===== src/rtl/ps2_pkg.sv =====
// Shared PS/2 receive definitions: FSM states, prefix bytes, key_status bit map.
// No logic, no latency; consumed by the keyboard receiver and its clock filter user.
package ps2_pkg;

  typedef enum logic [1:0] {
    IDLE  = 2'd0,
    RECV  = 2'd1,
    CHECK = 2'd2
  } ps2_state_e;

  localparam logic [7:0] PS2_BREAK = 8'hF0;
  localparam logic [7:0] PS2_EXT   = 8'hE0;

  localparam int KS_BREAK = 0;
  localparam int KS_NEW   = 1;
  localparam int KS_EXT   = 2;
  localparam int KS_ERR   = 3;

  localparam int FRAME_BITS = 11;

  // Frame shift register layout: [0] start, [8:1] data, [9] parity, [10] stop.
  function automatic logic frame_ok(input logic [10:0] f);
    return (~f[0]) & (^f[9:1]) & f[10];
  endfunction

endpackage


===== src/rtl/ps2_clk_filter.sv =====
// Synchronises raw PS/2 clock/data and debounces the clock; fall_o pulses one cycle
// per filtered falling edge, 2 + FILTER_LEN cycles after the pin edge. No backpressure.
module ps2_clk_filter #(
  parameter int FILTER_LEN = 4
) (
  input  logic clk,
  input  logic rst_n,
  input  logic ps2_clk_i,
  input  logic ps2_data_i,
  output logic fall_o,
  output logic data_o
);

  localparam int CW = (FILTER_LEN > 1) ? $clog2(FILTER_LEN) : 1;

  logic          clk_s1_q, clk_s2_q, dat_s1_q, dat_s2_q;
  logic          filt_q, filt_d;
  logic          fall_q, fall_d;
  logic [CW-1:0] cnt_q, cnt_d;

  // Idle bus level is high, so everything resets to 1 to avoid a false fall.
  always_ff @(posedge clk or negedge rst_n) begin
    if (!rst_n) begin
      clk_s1_q <= 1'b1;
      clk_s2_q <= 1'b1;
      dat_s1_q <= 1'b1;
      dat_s2_q <= 1'b1;
      filt_q   <= 1'b1;
      fall_q   <= 1'b0;
      cnt_q    <= '0;
    end else begin
      clk_s1_q <= ps2_clk_i;
      clk_s2_q <= clk_s1_q;
      dat_s1_q <= ps2_data_i;
      dat_s2_q <= dat_s1_q;
      filt_q   <= filt_d;
      fall_q   <= fall_d;
      cnt_q    <= cnt_d;
    end
  end

  always_comb begin
    filt_d = filt_q;
    cnt_d  = '0;
    if (clk_s2_q != filt_q) begin
      if (cnt_q == CW'(FILTER_LEN - 1)) filt_d = clk_s2_q;
      else                              cnt_d  = cnt_q + 1'b1;
    end
    fall_d = filt_q & ~filt_d;
  end

  assign fall_o = fall_q;
  assign data_o = dat_s2_q;

endmodule


===== src/rtl/ps2_keyboard_rx.sv =====
// PS/2 keyboard receiver: strips F0/E0 prefixes, publishes keycode with a 1-cycle strobe
// two cycles after the 11th filtered fall. No backpressure: an unsampled code is lost.
module ps2_keyboard_rx
  import ps2_pkg::*;
#(
  parameter int FILTER_LEN     = 4,
  parameter int TIMEOUT_CYCLES = 10000
) (
  input  logic       clk,
  input  logic       rst_n,
  input  logic       ps2_clk,
  input  logic       ps2_data,
  output logic [7:0] keycode,
  output logic [7:0] key_status
);

  localparam int TW = $clog2(TIMEOUT_CYCLES + 1);

  logic          fall, sdata, timeout;
  ps2_state_e    state_q, state_d;
  logic [3:0]    bit_cnt_q, bit_cnt_d;
  logic [10:0]   shift_q, shift_d;
  logic [TW-1:0] to_cnt_q, to_cnt_d;
  logic [7:0]    kc_q, kc_d;
  logic          brk_q, brk_d, ext_q, ext_d, new_q, new_d, err_q, err_d;
  logic          brk_pend_q, brk_pend_d, ext_pend_q, ext_pend_d;

  ps2_clk_filter #(.FILTER_LEN(FILTER_LEN)) u_filter (
    .clk        (clk),
    .rst_n      (rst_n),
    .ps2_clk_i  (ps2_clk),
    .ps2_data_i (ps2_data),
    .fall_o     (fall),
    .data_o     (sdata)
  );

  always_ff @(posedge clk or negedge rst_n) begin
    if (!rst_n) begin
      state_q    <= IDLE;
      bit_cnt_q  <= '0;
      shift_q    <= '0;
      to_cnt_q   <= '0;
      kc_q       <= '0;
      brk_q      <= 1'b0;
      ext_q      <= 1'b0;
      new_q      <= 1'b0;
      err_q      <= 1'b0;
      brk_pend_q <= 1'b0;
      ext_pend_q <= 1'b0;
    end else begin
      state_q    <= state_d;
      bit_cnt_q  <= bit_cnt_d;
      shift_q    <= shift_d;
      to_cnt_q   <= to_cnt_d;
      kc_q       <= kc_d;
      brk_q      <= brk_d;
      ext_q      <= ext_d;
      new_q      <= new_d;
      err_q      <= err_d;
      brk_pend_q <= brk_pend_d;
      ext_pend_q <= ext_pend_d;
    end
  end

  // Bits shift in from the top so the start bit lands at [0] after 11 falls.
  always_comb begin
    state_d   = state_q;
    bit_cnt_d = bit_cnt_q;
    shift_d   = shift_q;
    to_cnt_d  = '0;
    timeout   = 1'b0;
    case (state_q)
      IDLE: begin
        if (fall && !sdata) begin
          state_d   = RECV;
          bit_cnt_d = 4'd1;
          shift_d   = {sdata, shift_q[10:1]};
        end
      end
      RECV: begin
        if (fall) begin
          shift_d   = {sdata, shift_q[10:1]};
          bit_cnt_d = bit_cnt_q + 4'd1;
          if (bit_cnt_q == 4'(FRAME_BITS - 1)) state_d = CHECK;
        end else if (to_cnt_q == TW'(TIMEOUT_CYCLES - 1)) begin
          timeout   = 1'b1;
          state_d   = IDLE;
          bit_cnt_d = '0;
        end else begin
          to_cnt_d = to_cnt_q + 1'b1;
        end
      end
      CHECK: begin
        state_d   = IDLE;
        bit_cnt_d = '0;
      end
      default: begin
        state_d   = IDLE;
        bit_cnt_d = '0;
      end
    endcase
  end

  always_comb begin
    kc_d       = kc_q;
    brk_d      = brk_q;
    ext_d      = ext_q;
    new_d      = 1'b0;
    err_d      = 1'b0;
    brk_pend_d = brk_pend_q;
    ext_pend_d = ext_pend_q;
    if (timeout || (state_q == CHECK && !frame_ok(shift_q))) begin
      err_d      = 1'b1;
      brk_pend_d = 1'b0;
      ext_pend_d = 1'b0;
    end else if (state_q == CHECK) begin
      if (shift_q[8:1] == PS2_BREAK) begin
        brk_pend_d = 1'b1;
      end else if (shift_q[8:1] == PS2_EXT) begin
        ext_pend_d = 1'b1;
      end else begin
        kc_d       = shift_q[8:1];
        brk_d      = brk_pend_q;
        ext_d      = ext_pend_q;
        new_d      = 1'b1;
        brk_pend_d = 1'b0;
        ext_pend_d = 1'b0;
      end
    end
  end

  always_comb begin
    key_status           = '0;
    key_status[KS_BREAK] = brk_q;
    key_status[KS_NEW]   = new_q;
    key_status[KS_EXT]   = ext_q;
    key_status[KS_ERR]   = err_q;
  end

  assign keycode = kc_q;

endmodule

===== config.mk =====
export PLATFORM = sky130hd
export DESIGN_NAME = ps2_keyboard_rx
export DESIGN_NICKNAME = d
export VERILOG_FILES = /design/src/rtl/ps2_pkg.sv /design/src/rtl/ps2_clk_filter.sv /design/src/rtl/ps2_keyboard_rx.sv
export SDC_FILE = /design/constraint.sdc
export NUM_CORES = 1
export LEC_CHECK = 0
export BUFFER_PORTS_ARGS = -buffer_cell sky130_fd_sc_hd__buf_2
export CAP_MARGIN = 40
export CORE_MARGIN = 2
export CORE_UTILIZATION = 53
export DETAILED_ROUTE_END_ITERATION = 12
export PLACE_DENSITY_LB_ADDON = 0.2
export SLEW_MARGIN = 20
export SYNTH_ARGS = -nofsm -noshare
export SYNTH_HDL_FRONTEND = slang
export SYNTH_HIERARCHICAL = 1
export SYNTH_SLANG_ARGS = --single-unit

===== constraint.sdc =====
create_clock -name clk -period 1.8 [get_ports clk]
set_input_delay 0.36 -clock clk [delete_from_list [all_inputs] [get_ports clk]]
set_output_delay 0.36 -clock clk [all_outputs]
set_load 0.1 [all_outputs]

==> results of run 1 <==
[cells in the mapped netlist, types with 2 or more instances]
cell                       number  share of area, %
sky130_fd_sc_hd__and2_1         4               1.0
sky130_fd_sc_hd__clkbuf_1       3              0.46
sky130_fd_sc_hd__or3_1          3              0.76
sky130_fd_sc_hd__nor2_1        15               2.3
sky130_fd_sc_hd__nand2b_1       2              0.51
sky130_fd_sc_hd__a21oi_1        4              0.81
sky130_fd_sc_hd__nor2b_1        6               1.5
sky130_fd_sc_hd__mux2_2         7               3.2
sky130_fd_sc_hd__and3_1         5               1.3
sky130_fd_sc_hd__a41o_2         2              0.91
sky130_fd_sc_hd__o21ai_0       11               2.2
sky130_fd_sc_hd__nand2_1       13               2.0
sky130_fd_sc_hd__nor3b_1        2              0.61
sky130_fd_sc_hd__dfstp_2        5               5.3
sky130_fd_sc_hd__dfrtp_1       48                49
sky130_fd_sc_hd__a32o_1         2              0.81
sky130_fd_sc_hd__xnor2_1        3               1.1
sky130_fd_sc_hd__mux2_4         9               5.5
sky130_fd_sc_hd__a31oi_1        2              0.51
sky130_fd_sc_hd__ha_1           9               4.6
sky130_fd_sc_hd__a211oi_1       2              0.61
sky130_fd_sc_hd__nand4_1        5               1.3
sky130_fd_sc_hd__nand3_1        3              0.61
sky130_fd_sc_hd__inv_1         11               1.7
sky130_fd_sc_hd__xor2_1         8               2.8
sky130_fd_sc_hd__buf_4          8               2.4
[power groups by stage]
| stage | combinational [uW] | clock (uW) | sequential (uW) |
|---|---|---|---|
| floorplan | 205 | 0 | 1320 |
| global route | 324 | 774 | 1330 |
| finish | 282 | 706 | 1320 |
| detailed placement | 286 | 0 | 1340 |
| global placement | 270 | 0 | 1330 |
| CTS | 289 | 729 | 1320 |
[state kept, by name, summed over array words and instances (netlist names)]
signal,cells
to_cnt_q,14
shift_q,11
keycode,8
bit_cnt_q,4
state_q,2
u_filter/cnt_q,2
brk_pend_q,1
brk_q,1
err_q,1
ext_pend_q,1
ext_q,1
new_q,1
u_filter/clk_s1_q,1
u_filter/clk_s2_q,1
u_filter/dat_s1_q,1
u_filter/data_o,1
u_filter/fall_o,1
u_filter/filt_q,1
[per-stage QoR]
step	instance area, um2	TNS [ps]	hold WS [ps]
after CTS	2800	-1760	66.6
final	2830	-1340	55.9
after global routing	2830	-2130	87.0
after global placement	2680	-1260	347
after floorplan	2480	-1410	64.4
after detailed placement	2680	-1630	347
[final cells by class]
cell class | count | area, um2
flip-flops and latches | 53 | 1330
inverters | 11 | 41.3
clock buffers | 7 | 96.3
repair buffers | 36 | 253
clock inverters | 1 | 5.00
multi-input cells | 136 | 1040
fillers | 353 | 1580
well taps | 52 | 65.1
[worst paths after layout]
path / to / cells past startpoint
setup reg to reg: brk_q / 7
min in group clk: u_filter/dat_s1_q / 1
hold / removal: to_cnt_q[7] / 1
hold reg to reg: u_filter/data_o / 0
setup / recovery: brk_q / 7
max in group asynchronous: keycode[6] / 2
[kinds of logic (layout without fill, tap and decap cells)]
| logic type | count (synthesis) | count (layout) | synth area share [%] |
|---|---|---|---|
| buf+inv | 24 | 55 | 5.22 |
| compound gates | 30 | 30 | 8.01 |
| flops | 53 | 53 | 54.0 |
| simple gates | 64 | 64 | 13.9 |
| fa+ha+maj | 9 | 9 | 4.56 |
| mux | 16 | 16 | 8.67 |
| other cells | 1 | 4 | 0.152 |
| xor+xnor | 13 | 13 | 5.47 |
[layout by cell type (no fill, tap or decap), drive strengths merged, types with 2 or more instances in the layout]
cell type	count
a41o	2
nor2	15
conb	4
nand2	13
dfrtp	48
a32o	2
clkbuf	7
and2	4
nor3b	2
ha	9
a211oi	2
and3	6
inv	11
or3	3
o21ai	12
nor2b	6
dfstp	5
nand2b	2
nand3	4
a31oi	2
buf	36
xor2	8
nand4	5
mux2	16
xnor2	4
a21oi	4
[layer usage]
metal  vias up  part of all wire [%]  GRT usage (%)
met5         -                     0              0
met4         0                   1.7           8.39
met3         8                   3.8           3.47
met2        30                    49           30.3
met1       803                    45           22.9
li1        781                     -              -
[timing repair]
item / in CTS / in global routing
pin swaps: 2 / 2
resized for setup: 2 / 4
cloned: 0 / 0
buffers inserted: 1 / 2
endpoints found under the hold margin: 0 / 0
setup endpoints to repair: 12 / 12
==> impl_metrics.env, run 1 <==
export IMPL_result_of_the_run="complete, but fails checks"
export IMPL_violations="setup timing"
export IMPL_worstPathRequired_ps=1980
export IMPL_cp_cell_sequence="inv_2 -> ha_4 -> xnor3_1 -> xnor2_2 -> nand3_2 -> buf_6 -> mux2_4"
export IMPL_timing_hold_violations_final=0
export IMPL_slew_limit_headroom_pct=61.0
export IMPL_clock_tree_root_driver_cell="sky130_fd_sc_hd__clkbuf_8"
export IMPL_p_leak_uw=0.00143
export IMPL_fin_nets=256
export IMPL_core_rowCount=24
export IMPL_numCtsBuffers=5
export IMPL_finalMaxSlewViolations=0
export IMPL_critical_setup_path_kind="flip-flop to flip-flop"
export IMPL_critical_path_startpoint="shift_q[2]"
export IMPL_finish_utilization_pct=64.1
export IMPL_switching_share_pct=25.1
export IMPL_dp_worst_setup_slack_ps=-148
export IMPL_dr_pass1_iters=4
export IMPL_ys_ff_latch=53
export IMPL_rr_startpoint="shift_q[2]"
export IMPL_path_buf_inv=2
export IMPL_grt_max_degree=30
export IMPL_global_placement_routability_congestion=0.789
export IMPL_hold_path_class="input pin to async pin"
export IMPL_insertion_delay_ps=290
export IMPL_number_of_distinct_standard_cells_referenced_by_the_synthesized_netlist=44
export IMPL_postSynthCellCount=210
export IMPL_layout_area_overhead_vs_synth_pct=14.7
export IMPL_critical_path_max_fanout=7
export IMPL_grtUsageTotal_pct=18.1
export IMPL_routed_wire_length_per_instance_um=14.3
export IMPL_post_route_cells_drive_above_1_share_pct=31.6
export IMPL_tritoncts_sink_count=53
export IMPL_sequential_share_of_the_synthesized_area_pct=54.0
export IMPL_timing_fmax_mhz=519
export IMPL_holdBufCountCts=0
export IMPL_core_area_um2=4410
export IMPL_dp_cells=285
export IMPL_drt_iter0_markers=138
export IMPL_internal_uw=1730
export IMPL_data_arrival_at_the_endpoint_of_the_critical_path_ps=2110
export IMPL_setup_slack_ps=-128
export IMPL_finalClockSkew_ps=3.58
export IMPL_via_count_of_the_first_global_routing_pass=1631
export IMPL_portBuffers=15
export IMPL_clock_edge_transition_at_the_registers_on_the_reported_setup_and_hold_paths_ps=90
export IMPL_irDropWorstVdd_mv=0.493
export IMPL_total_switching_power_uw=578
export IMPL_share_seq_of_total_power_pct=57.1
export IMPL_initial_core_util_pct=55.9
export IMPL_rsz0062_at_grt="yes"
export IMPL_worst_path_dominant_cell_family="XOR/XNOR gates"
export IMPL_timing_critical_path_from_type="flip-flop"
export IMPL_io_pin_count=20
export IMPL_global_route_overflow_total=0
export IMPL_h_tree_depth=2
export IMPL_p_comb_share_pct=12.3
export IMPL_number_of_synthesized_flops_with_an_enable_pin=0
export IMPL_timing_final_setup_violations=12
export IMPL_antenna_diode_count=0
export IMPL_grt_antenna_before_repair=0
export IMPL_design_power_total_uw=2300
export IMPL_shortest_period_the_worst_path_allows_ps=1930
export IMPL_postRouteWirelength_um=4240
export IMPL_ys_warnings_count=6
export IMPL_die_height_um=72.2
export IMPL_design_die_area_um2=5220
export IMPL_p_per_area_nw_per_um2=814
export IMPL_synth_async_sr_flop_share_pct=100
export IMPL_postSynthAreaPerCell_um2=11.8
export IMPL_viasPerCell=5.48
export IMPL_reg2reg_setup_slack_ps=-130
export IMPL_timing_final_crit_share_pct=107
export IMPL_synthesis_area_um2=2470
export IMPL_timing_critical_path_slowest_stage_cell="sky130_fd_sc_hd__dfrtp_1"
export IMPL_endpoint_kind="flip-flop"
export IMPL_cts_path_max_buffers=2
export IMPL_vias=1622
export IMPL_tightest_slew_ps=584
export IMPL_dp_hpwl_um=3070
export IMPL_drc=0
export IMPL_route_antenna_remaining_nets=0
export IMPL_power_frac_clock_pct=30.7
export IMPL_fin_cells=296
export IMPL_critPathMaxStageDelay_ps=410
export IMPL_cap_viol_max_count=0
export IMPL_cts_tree="built"
export IMPL_global_route_wire_length_before_repair_um=7280
export IMPL_die_x_um=72.2
export IMPL_ys_flop_type="sky130_fd_sc_hd__dfrtp_1"
No activity file was read; power rests on OpenSTA's default activity.
==> run 2: changes to the inputs <==
==> constraint.sdc (replaced) <==
create_clock -name clk -period 1.8 [get_ports clk]
set_input_delay 0.18 -clock clk [delete_from_list [all_inputs] [get_ports clk]]
set_output_delay 0.18 -clock clk [all_outputs]
set_load 0.1 [all_outputs]
==> run 2 against run 1 <==
The flow still finishes with violations (setup timing). Die area stayed put. Highest routed layer unchanged. Power is 0.12% higher. Clock skew is 1.1 ps higher.
==> impl_metrics.env, run 2 (synthesis gave the netlist of run 1 again) <==
export IMPL_io_pin_count=20
export IMPL_die_x_um=72.2
export IMPL_finish_utilization_pct=64.8
export IMPL_violations="setup timing"
export IMPL_design_power_total_uw=2310
export IMPL_vias=1635
export IMPL_endpoint_kind="flip-flop"
export IMPL_shortest_period_the_worst_path_allows_ps=1930
export IMPL_dr_max_layer_used="met4"
export IMPL_core_area_um2=4410
export IMPL_met2RoutedLength_um=2120
export IMPL_clock_tree_root_driver_cell="sky130_fd_sc_hd__clkbuf_8"
export IMPL_via_count_of_the_first_global_routing_pass=1631
export IMPL_p_leak_uw=0.00145
export IMPL_timing_fmax_mhz=518
export IMPL_irDropWorstVdd_mv=0.493
export IMPL_largest_register_ff_count=14
export IMPL_layout_area_overhead_vs_synth_pct=15.9
export IMPL_dr_pass1_iters=4
export IMPL_finalClockSkew_ps=4.73
export IMPL_initial_core_util_pct=55.9
export IMPL_cts_path_max_buffers=2
export IMPL_tightest_slew_ps=584
export IMPL_fin_cells=299
export IMPL_core_rowCount=24
export IMPL_dp_worst_setup_slack_ps=-148
export IMPL_cts_tree="built"
export IMPL_met3_length_um=163
export IMPL_mostFrequentLayoutCell="sky130_fd_sc_hd__dfrtp_1"
export IMPL_critical_path_max_fanout=7
export IMPL_clock_edge_transition_at_the_registers_on_the_reported_setup_and_hold_paths_ps=90
export IMPL_max_flop_register="to_cnt_q"
export IMPL_global_route_overflow_total=0
export IMPL_timing_final_setup_violations=12
export IMPL_cap_viol_max_count=0
export IMPL_dp_hpwl_um=3070
export IMPL_rsz0062_at_grt="yes"
export IMPL_die_height_um=72.2
export IMPL_timing_final_crit_share_pct=107
export IMPL_post_route_cells_drive_above_1_share_pct=31.2
export IMPL_critical_setup_path_kind="flip-flop to flip-flop"
export IMPL_grt_max_degree=30
export IMPL_route_antenna_remaining_nets=0
export IMPL_setup_slack_ps=-130
export IMPL_most_common_layout_cells="sky130_fd_sc_hd__dfrtp_1 (48), sky130_fd_sc_hd__buf_4 (18), sky130_fd_sc_hd__nor2_1 (15), sky130_fd_sc_hd__buf_2 (15), sky130_fd_sc_hd__nand2_1 (13)"
export IMPL_design_die_area_um2=5220
export IMPL_drc=0
export IMPL_portBuffers=15
export IMPL_result_of_the_run="complete, but fails checks"
export IMPL_timing_critical_path_from_type="flip-flop"
export IMPL_insertion_delay_ps=290
export IMPL_routed_wire_length_per_instance_um=14.2
export IMPL_slew_limit_headroom_pct=61.1
export IMPL_hold_path_class="flip-flop to flip-flop"
export IMPL_timing_hold_violations_final=0
export IMPL_data_arrival_at_the_endpoint_of_the_critical_path_ps=2110
export IMPL_finalMaxSlewViolations=0
export IMPL_grt_antenna_before_repair=0
export IMPL_p_per_area_nw_per_um2=806
export IMPL_fin_nets=259
export IMPL_drt_iter0_markers=128
export IMPL_dp_cells=285
export IMPL_whs_ps=359
export IMPL_antenna_diode_count=0
export IMPL_numCtsBuffers=5
export IMPL_postRouteWirelength_um=4260
export IMPL_global_placement_routability_congestion=0.789
export IMPL_tritoncts_sink_count=53
export IMPL_global_route_wire_length_before_repair_um=7280
export IMPL_h_tree_depth=2
export IMPL_grtUsageTotal_pct=18.1
export IMPL_detail_route_wirelength_met1_um=1900
export IMPL_viasPerCell=5.47
export IMPL_worstPathRequired_ps=1980
==> run 2: final timing paths <==
| check | startpoint | endpoint | slack (ps) | cells past startpoint |
|---|---|---|---|---|
| worst max-delay path | shift_q[2] | brk_q | -130 | 7 |
| worst min-delay path | u_filter/dat_s1_q | u_filter/data_o | 360 | 0 |
| worst max register to register | shift_q[2] | brk_q | -130 | 7 |
| worst min register to register | u_filter/dat_s1_q | u_filter/data_o | 360 | 0 |
| max in group asynchronous | rst_n | keycode[6] | 840 | 3 |
| min in group asynchronous | rst_n | to_cnt_q[7] | 410 | 2 |
==> run 2: cell type report <==
cell class / count / area, um2
Fill cell: 350 / 1550
Sequential cell: 53 / 1330
Multi-Input combinational cell: 136 / 1040
Timing Repair Buffer: 39 / 283
Clock buffer: 7 / 96.3
Tap cell: 52 / 65.1
Inverter: 11 / 41.3
Clock inverter: 1 / 5.00
==> run 2: report_power, final <==
part / total (uW) / switching [uW] / internal [uW]
Sequential: 1320 / 50.5 / 1270
Combinational: 287 / 170 / 118
Clock: 704 / 356 / 348
Total: 2310 / 576 / 1730
==> run 2: through the flow <==
stage	area, um2	setup TNS (ps)
after floorplan	2480	-1410
after global placement	2680	-1260
after detailed placement	2680	-1630
after CTS	2830	-1760
after global routing	2860	-2130
final	2860	-1340
==> run 2: layer usage <==
metal	global-route usage (%)	up-vias
li1	-	785
met1	22.9	808
met2	30.3	34
met5	0	-
met3	3.47	8
met4	8.39	0
==> run 2: timing repair <==
action,4_1_cts,5_1_grt
hold endpoints to repair,21,0
pin swaps,2,2
gates resized for setup,2,4
hold buffers,3,0
setup buffers,1,2
endpoints found under the setup margin,12,12
==> run 2: worst max-delay path, cell delays in order (launching register included) <==
cell and delay, ps:
sky130_fd_sc_hd__dfrtp_1 410, sky130_fd_sc_hd__inv_2 80, sky130_fd_sc_hd__ha_4 190, sky130_fd_sc_hd__xnor3_1 360
sky130_fd_sc_hd__xnor2_2 170, sky130_fd_sc_hd__nand3_2 130, sky130_fd_sc_hd__buf_6 170, sky130_fd_sc_hd__mux2_4 290
==> run 3: changes to the inputs <==
==> constraint.sdc (replaced) <==
create_clock -name clk -period 1.8 [get_ports clk]
set_input_delay 0.09 -clock clk [delete_from_list [all_inputs] [get_ports clk]]
set_output_delay 0.09 -clock clk [all_outputs]
set_load 0.1 [all_outputs]
==> run 3 against run 2 <==
Die area unchanged. Highest routed layer unchanged. The run still ends with setup timing left. Power is 2.3% lower. Critical path depth stayed put. Largest cell class unchanged. Global-route usage shrank 0.14 points. Critical path type unchanged.
==> impl_metrics.env, run 3 (synthesis gave the netlist of run 1 again) <==
export IMPL_global_route_overflow_total=0
export IMPL_shortest_period_the_worst_path_allows_ps=1970
export IMPL_hold_path_class="input pin to async pin"
export IMPL_io_pin_count=20
export IMPL_core_area_um2=4410
export IMPL_switching_share_pct=26.8
export IMPL_setup_slack_ps=-168
export IMPL_fin_nets=254
export IMPL_cap_viol_max_count=0
export IMPL_routed_wire_length_per_instance_um=14.4
export IMPL_design_power_total_uw=2250
export IMPL_grt_max_degree=29
export IMPL_dp_hpwl_um=3040
export IMPL_core_rowCount=24
export IMPL_cts_path_max_buffers=2
export IMPL_dp_cells=283
export IMPL_grtUsageTotal_pct=18.0
export IMPL_total_switching_power_uw=605
export IMPL_clock_tree_root_driver_cell="sky130_fd_sc_hd__clkbuf_8"
export IMPL_fin_cells=294
export IMPL_totalNegativeSetupSlack_ps=-1800
export IMPL_via_count_of_the_first_global_routing_pass=1601
export IMPL_drc=0
export IMPL_route_antenna_remaining_nets=0
export IMPL_p_per_area_nw_per_um2=803
export IMPL_cts_tree="built"
export IMPL_drt_iter0_markers=93
export IMPL_insertion_delay_ps=300
export IMPL_timing_fmax_mhz=508
export IMPL_critical_path_max_fanout=7
export IMPL_result_of_the_run="complete, but fails checks"
export IMPL_global_placement_routability_congestion=0.820
export IMPL_irDropWorstVdd_mv=0.498
export IMPL_layout_area_overhead_vs_synth_pct=13.6
export IMPL_postRouteWirelength_um=4240
export IMPL_violations="setup timing"
export IMPL_timing_final_crit_share_pct=109
export IMPL_antenna_diode_count=0
export IMPL_rsz0062_at_grt="yes"
export IMPL_numCtsBuffers=5
export IMPL_timing_hold_violations_final=0
export IMPL_worstPathRequired_ps=1990
export IMPL_p_comb_share_pct=12.9
export IMPL_endpoint_kind="flip-flop"
export IMPL_internal_uw=1650
export IMPL_finalMaxSlewViolations=0
export IMPL_largest_register_ff_count=14
export IMPL_design_die_area_um2=5220
export IMPL_power_frac_clock_pct=28.7
export IMPL_portBuffers=15
export IMPL_initial_core_util_pct=55.9
export IMPL_finalClockSkew_ps=4.85
export IMPL_global_route_wire_length_before_repair_um=7220
export IMPL_clock_edge_transition_at_the_registers_on_the_reported_setup_and_hold_paths_ps=90
export IMPL_die_x_um=72.2
export IMPL_tightest_slew_ps=601
export IMPL_viasPerCell=5.36
export IMPL_mostFrequentLayoutCell="sky130_fd_sc_hd__dfrtp_1"
export IMPL_filler_cell_count=369
export IMPL_max_flop_register="to_cnt_q"
export IMPL_most_common_layout_cells="sky130_fd_sc_hd__dfrtp_1 (48), sky130_fd_sc_hd__nor2_1 (15), sky130_fd_sc_hd__buf_2 (15)"
export IMPL_timing_critical_path_slowest_stage_cell="sky130_fd_sc_hd__dfrtp_1"
export IMPL_dr_pass1_iters=4
export IMPL_path_buf_inv=2
export IMPL_critical_setup_path_kind="flip-flop to flip-flop"
export IMPL_timing_critical_path_from_type="flip-flop"
export IMPL_worst_path_dominant_cell_family="XOR/XNOR gates"
export IMPL_share_seq_of_total_power_pct=58.4
export IMPL_cp_cell_sequence="inv_2 -> ha_4 -> xnor3_1 -> xnor2_2 -> nand3_2 -> buf_6 -> mux2_4"
export IMPL_tritoncts_sink_count=53
export IMPL_grt_antenna_before_repair=0
export IMPL_critPathMaxStageDelay_ps=400
export IMPL_p_leak_uw=0.00140
export IMPL_timing_final_setup_violations=12
export IMPL_post_route_cells_drive_above_1_share_pct=29.8
export IMPL_h_tree_depth=2
export IMPL_dp_worst_setup_slack_ps=-167
export IMPL_slew_limit_headroom_pct=60.0
export IMPL_die_height_um=72.2
export IMPL_data_arrival_at_the_endpoint_of_the_critical_path_ps=2160
export IMPL_vias=1577
-- run 3: per-stage QoR --
step / hold slack (ps) / instance area, um2 / util (%)
floorplan: -206 / 2480 / -
global placement: 123 / 2670 / 60.4
detailed placement: 126 / 2670 / 60.4
CTS: 333 / 2790 / 63.2
global route: 365 / 2810 / 63.5
finish: 322 / 2810 / 63.5
-- run 3: what timing repair did --
item / in CTS / in global routing
setup endpoints to repair: 12 / 13
endpoints found under the hold margin: 27 / 0
pin swaps: 1 / 3
buffers inserted: 0 / 0
resized for setup: 2 / 4
hold buffers: 3 / 0
-- run 3: area by class of cell --
type / instances / area (um2) / area share [%]
Multi-Input combinational cell: 136 / 1030 / 36.9
Sequential cell: 53 / 1330 / 47.5
Inverter: 11 / 41.3 / 1.47
Clock buffer: 5 / 68.8 / 2.45
Timing Repair Buffer: 34 / 245 / 8.74
Tap cell: 52 / 65.1 / 2.32
Clock inverter: 3 / 17.5 / 0.624
-- run 3: per-layer routing --
metal / up-vias / track usage [%] / share of wire [%]
li1: 778 / - / -
met1: 757 / 23.0 / 45
met2: 31 / 30.0 / 49
met3: 11 / 4.17 / 3.3
met4: 0 / 6.71 / 2.3
met5: - / 0 / 0
-- run 3: power by group through the flow --
stage | clock network, uW | registers, uW | logic, uW
4_1_cts | 666 | 1320 | 292
5_1_grt | 709 | 1330 | 328
3_3_place_gp | 0 | 1330 | 264
3_5_place_dp | 0 | 1340 | 281
2_1_floorplan | 0 | 1320 | 205
6_report | 646 | 1320 | 291
-- run 3: path summary, 6_finish.rpt --
| check | start | end | slack [ps] | depth (start not counted) |
|---|---|---|---|---|
| setup / recovery | shift_q[2] | ext_q | -170 | 7 |
| hold / removal | rst_n | to_cnt_q[11] | 320 | 2 |
| setup reg to reg | shift_q[2] | ext_q | -170 | 7 |
| hold reg to reg | u_filter/dat_s1_q | u_filter/data_o | 360 | 0 |
| max in group asynchronous | rst_n | u_filter/clk_s2_q | 850 | 3 |
| min in group clk | u_filter/dat_s1_q | u_filter/data_o | 360 | 0 |
